<file path="src/rtl/bldc_commutator.sv">
// bldc_commutator: six-step hall commutation with hall filtering, per-phase dead time, fault latch and stall detect
module bldc_commutator #(
  parameter int DEADTIME_CYCLES = 16,
  parameter int HALL_FILTER_CYCLES = 64,
  parameter int STALL_CYCLES = 3_200_000
) (
  input  logic       clk,
  input  logic       reset_n,
  input  logic       ena,
  input  logic       pwm_in,
  input  logic       dir,
  input  logic [2:0] hall,
  input  logic       fault_n,
  input  logic       clear_fault,
  output logic [2:0] inh,
  output logic [2:0] inl,
  output logic [2:0] hall_state,
  output logic       hall_error,
  output logic       fault_latched,
  output logic       stall
);
  localparam int DW = $clog2(DEADTIME_CYCLES + 1);
  localparam int HW = $clog2(HALL_FILTER_CYCLES + 1);
  localparam int SW = $clog2(STALL_CYCLES + 1);
  logic [2:0] hall_s1, hall_s2, hall_cand, hp, lp, req_h, req_l, sat_h, sat_l;
  logic [2:0][DW-1:0] dh, dl;
  logic [HW-1:0] hcnt;
  logic [SW-1:0] scnt;
  logic flt_s1, flt_s2, active, accept;
  always_comb begin
    hp = '0;
    lp = '0;
    case (hall_state)
      3'b101: begin hp = 3'b001; lp = 3'b010; end
      3'b100: begin hp = 3'b001; lp = 3'b100; end
      3'b110: begin hp = 3'b010; lp = 3'b100; end
      3'b010: begin hp = 3'b010; lp = 3'b001; end
      3'b011: begin hp = 3'b100; lp = 3'b001; end
      3'b001: begin hp = 3'b100; lp = 3'b010; end
      default: begin hp = '0; lp = '0; end
    endcase
    hall_error = hall_state == 3'b000 || hall_state == 3'b111;
    accept = hall_s2 != hall_state && hall_s2 == hall_cand && hcnt == HW'(HALL_FILTER_CYCLES - 1);
    // the raw synchronised fault gates immediately; the latch keeps it off afterwards
    active = ena & ~hall_error & ~fault_latched & flt_s2;
    req_h = active ? (dir ? lp : hp) & {3{pwm_in}} : '0;
    req_l = active ? (dir ? hp : lp) : '0;
    for (int i = 0; i < 3; i++) begin
      sat_h[i] = dh[i] == DW'(DEADTIME_CYCLES);
      sat_l[i] = dl[i] == DW'(DEADTIME_CYCLES);
    end
    stall = scnt == SW'(STALL_CYCLES);
  end
  always_ff @(posedge clk or negedge reset_n) begin
    if (!reset_n) begin
      hall_s1 <= '0;
      hall_s2 <= '0;
      hall_cand <= '0;
      hall_state <= '0;
      hcnt <= '0;
      flt_s1 <= 1'b1;
      flt_s2 <= 1'b1;
      fault_latched <= 1'b0;
      scnt <= '0;
      inh <= '0;
      inl <= '0;
      dh <= '0;
      dl <= '0;
    end else begin
      hall_s1 <= hall;
      hall_s2 <= hall_s1;
      hall_cand <= hall_s2;
      hcnt <= hall_s2 == hall_state ? '0 : hall_s2 != hall_cand ? HW'(1) : hcnt + 1'b1;
      if (accept) hall_state <= hall_s2;
      flt_s1 <= fault_n;
      flt_s2 <= flt_s1;
      fault_latched <= ~flt_s2 | (fault_latched & ~clear_fault);
      scnt <= (!ena || accept) ? '0 : stall ? scnt : scnt + 1'b1;
      inh <= req_h & sat_h;
      inl <= req_l & sat_l;
      // dh tracks how long inl has been off (gates inh), dl the reverse
      for (int i = 0; i < 3; i++) begin
        dh[i] <= inl[i] ? '0 : sat_h[i] ? dh[i] : dh[i] + 1'b1;
        dl[i] <= inh[i] ? '0 : sat_l[i] ? dl[i] : dl[i] + 1'b1;
      end
    end
  end
endmodule

</file>
<file path="config.mk">
export PLATFORM = sky130hd
export DESIGN_NAME = bldc_commutator
export DESIGN_NICKNAME = d
export VERILOG_FILES = /design/src/rtl/bldc_commutator.sv
export SDC_FILE = /design/constraint.sdc
export NUM_CORES = 1
export LEC_CHECK = 0
export CORE_AREA = 2 2 83 85
export CTS_CLUSTER_SIZE = 25
export DETAILED_ROUTE_END_ITERATION = 6
export DIE_AREA = 0 0 85 87
export PLACE_DENSITY = 0.78
export SETUP_SLACK_MARGIN = 0.4
export SKIP_CTS_REPAIR_TIMING = 1
export SLEW_MARGIN = 10
export SYNTH_ARGS = -nofsm -noshare
export SYNTH_HDL_FRONTEND = slang
export SYNTH_SLANG_ARGS = --single-unit
</file>
<file path="constraint.sdc">
create_clock -name clk -period 2.3 [get_ports clk]
set_input_delay 0.23 -clock clk [delete_from_list [all_inputs] [get_ports clk]]
set_output_delay 0.23 -clock clk [all_outputs]
set_load 0.005 [all_outputs]
</file>
==> reports/metrics.csv <==
stage,metric,value,unit
global_routing,first-pass GRT wire length,12.1,mm
clocking,Max Buffers Root-to-Sink,2,
setup_path,Reg-to-Reg End,scnt[1],
die,Starting Density,0.574,
setup_path,Worst Setup SP,scnt[2],
setup_path,reg2reg start,scnt[2],
setup_path,reg2reg setup slack,0.44,ns
clocking,"Reg clk slew, reported paths",0.07,ns
setup_path,reg2reg path depth,5,
synth,post-synthesis net count,387,
synth,#FFs+latches synth,80,
setup_path,Critical Path AT,1.90,ns
finish,layout cells sized above 1,0.197,
synth,Post-Syn Area,3770,um^2
timing,final hold vios,0,
clocking,clock root cell,clkbuf_8,
synth,Gate Count Post-Synth,362,
routing,final wirelength,7.20,mm
finish,antenna fix cells,0,
power_and_ir_drop,pwr dens,552,nW/um^2
worst_hold_path,HP Start,fault_n,
run,max-cap check violation count,0,
routing,drt drc,0,
timing,Slew @ Worst Pin,0.551,ns
clocking,clock sink count,80,
timing,setup_tns,0,ns
die,die area,7400,um^2
routing,WL per Instance,14.2,um
die,I/O pin total,22,
clocking,CTS tree,done,
timing,Clock Skews,0.0130,ns
clocking,clock latency on the worst-skew pair,0.34,ns
synth,"FFs w/ async S/R, synth",1.00,
finish,Final nets,447,
power_and_ir_drop,Lkg Pwr,2.08,nW
synth,number of synthesized flops with an enable pin,0,
timing,Hold WS,0.295,ns
placed_design,post-DP HPWL,4.79,mm
setup_path,Worst Path Required,2.07,ns
synth,post-synthesis sequential area ratio,0.532,
global_routing,largest net degree at the start of global routing,81,
routing,Routed Antenna Nets,0,
die,DIE HEIGHT,87,um
setup_path,crit path capture,stall,
setup_path,Setup Crit Path Kind,register to primary output,
timing,fmax,0.469,GHz
routing,first drt pass iteration count,4,
die,core box area,6570,um^2
status,outcome,finished clean,
worst_hold_path,Hold Crit Class,primary input to register,
clocking,H-tree Lvls,3,
placed_design,number of port buffers,21,
timing,Final Cycle Share,0.928,
global_routing,gr usage total,0.205,
synth,Yosys warnings,0,
synth,"Primary FF master, synth",dfrtp_1,
synth,Syn Area/Cell,10.4,um^2
power_and_ir_drop,overall power,0.00255,W
setup_path,Setup crit end kind,primary output,
die,Die X-Extent,85,um
setup_path,Worst Setup Start Kind,register,
placed_design,GPL Wtd Cong,0.784,
timing,RSZ-0062 raised after global routing,yes,
timing,fin. max-slew vios,0,
power_and_ir_drop,Worst VDD drop,398,uV
global_routing,initial antenna violation count,0,
die,placement row count,30,
synth,library cells used by synthesis,33,
timing,final number of setup-violating endpoints,0,
clocking,CTS buffer count,9,
routing,Iter 0 DRT Violations,83,
routing,routed vias,2767,
global_routing,vias in the first global route,2768,
finish,"Area growth, synth to finish",22.4,%
setup_path,maximum fanout along the worst path,2,
timing,crit path time final,2.13,ns
timing,Slew HR,0.630,
routing,vias per cell,5.47,
global_routing,Congestion Overflow GR,0,
[state kept, by name (all words and copies together) (netlist names)]
register and cells:
dh 15, dl 15, fault_latched 1, flt_s1 1, flt_s2 1, hall_cand 3
hall_s1 3, hall_s2 3, hall_state 3, hcnt 7, inh 3, inl 3
scnt 22
[critical path, stage by stage (launching register included)]
cell,delay (ns)
dfrtp_1,0.39
or4_4,0.55
or3_4,0.36
nor3_4,0.13
buf_2,0.14
[per-stage QoR]
| stage | utilization | instance area, um^2 | std cells | worst slack, ns |
|---|---|---|---|---|
| floorplan | - | 3770 | 362 | 0.432 |
| global placement | 0.640 | 4210 | 474 | -0.0617 |
| detailed placement | 0.640 | 4210 | 474 | -0.0572 |
| CTS | 0.669 | 4390 | 489 | -0.439 |
| global route | 0.703 | 4620 | 506 | 0.120 |
| finish | 0.703 | 4620 | 506 | 0.167 |
[logic make-up after synthesis]
| group | after synthesis | synth area share |
|---|---|---|
| mux | 9 | 0.0249 |
| buf+inv | 26 | 0.0262 |
| simple gates | 157 | 0.216 |
| fa+ha+maj | 15 | 0.0498 |
| flops | 80 | 0.532 |
| compound gates | 29 | 0.0441 |
| xor+xnor | 46 | 0.107 |
[metal layers]
metal / share of wire / vias to the layer above / global-route usage
met4: 0.021 / 0 / 0.0866
met5: 0 / - / 0
met1: 0.45 / 1363 / 0.262
li1: - / 1354 / -
met2: 0.51 / 37 / 0.348
met3: 0.022 / 13 / 0.0322
[layout make-up]
class | instances | area, um^2
timing repair buffer | 57 | 490
clock buffer | 11 | 141
multi-input combinational | 256 | 1760
inverter | 18 | 67.6
tap | 80 | 100
clock inverter | 4 | 45.0
sequential | 80 | 2010
fill | 489 | 1950
[power by group]
group	leakage, nW	switching (W)	internal (W)	total (W)
Clock	0.0989	0.000475	0.000520	0.000995
Combinational	0.946	0.0000683	0.0000459	0.000114
Sequential	1.04	0.0000147	0.00143	0.00144
Total	2.08	0.000558	0.00199	0.00255
[worst min path at each step]
stage | endpoint | slack [ns] | cells after the start
after CTS | dl[8] | -0.09 | 2
after global placement | dh[9] | 0.29 | 2
after floorplan | dh[0] | -0.07 | 0
final | flt_s1 | 0.30 | 1
after detailed placement | dl[8] | 0.29 | 2
after global routing | flt_s1 | 0.30 | 1
[placed cells by master, fill, tap and decap left out, types with 2 or more instances in the layout]
master / Yosys / routed
dfrtp_1: 78 / 72
nor2_1: 49 / 49
buf_4: 0 / 35
xnor2_1: 26 / 26
nand3_1: 26 / 24
xor2_1: 20 / 20
inv_1: 18 / 18
clkdlybuf4s50_1: 0 / 18
nand2_1: 16 / 16
nor3_1: 18 / 14
ha_1: 15 / 14
o21ai_0: 11 / 11
a21oi_1: 11 / 11
clkbuf_8: 0 / 10
and3_1: 7 / 7
or3_1: 9 / 7
nor3b_1: 6 / 6
mux2i_1: 6 / 6
dfrtp_2: 0 / 6
nand2b_1: 4 / 4
nor4bb_1: 4 / 4
nor4_1: 4 / 3
nor3_4: 0 / 3
or4_4: 0 / 3
mux2_2: 3 / 3
nand4_1: 3 / 3
a21oi_2: 3 / 3
clkinv_2: 0 / 3
nand3_2: 0 / 2
or2_4: 0 / 2
or3_4: 0 / 2
dfstp_2: 2 / 2
[synthesized netlist by cell type, drive strengths merged, types with 4 or more instances]
master,number,area share
nor2,49,0.049
a21oi,14,0.022
xor2,20,0.046
nand2b,4,0.0066
o21ai,11,0.015
or3,9,0.015
and3,7,0.012
or4,4,0.0080
nand2,16,0.016
xnor2,26,0.060
mux2i,6,0.016
nor3,18,0.024
nand3,26,0.035
nor4bb,4,0.011
inv,18,0.018
dfrtp,78,0.52
nor3b,6,0.012
nor4,4,0.0066
ha,15,0.050
nand4,4,0.011
clkbuf,7,0.0070
Note: power is estimated with default switching activity, not from simulation.
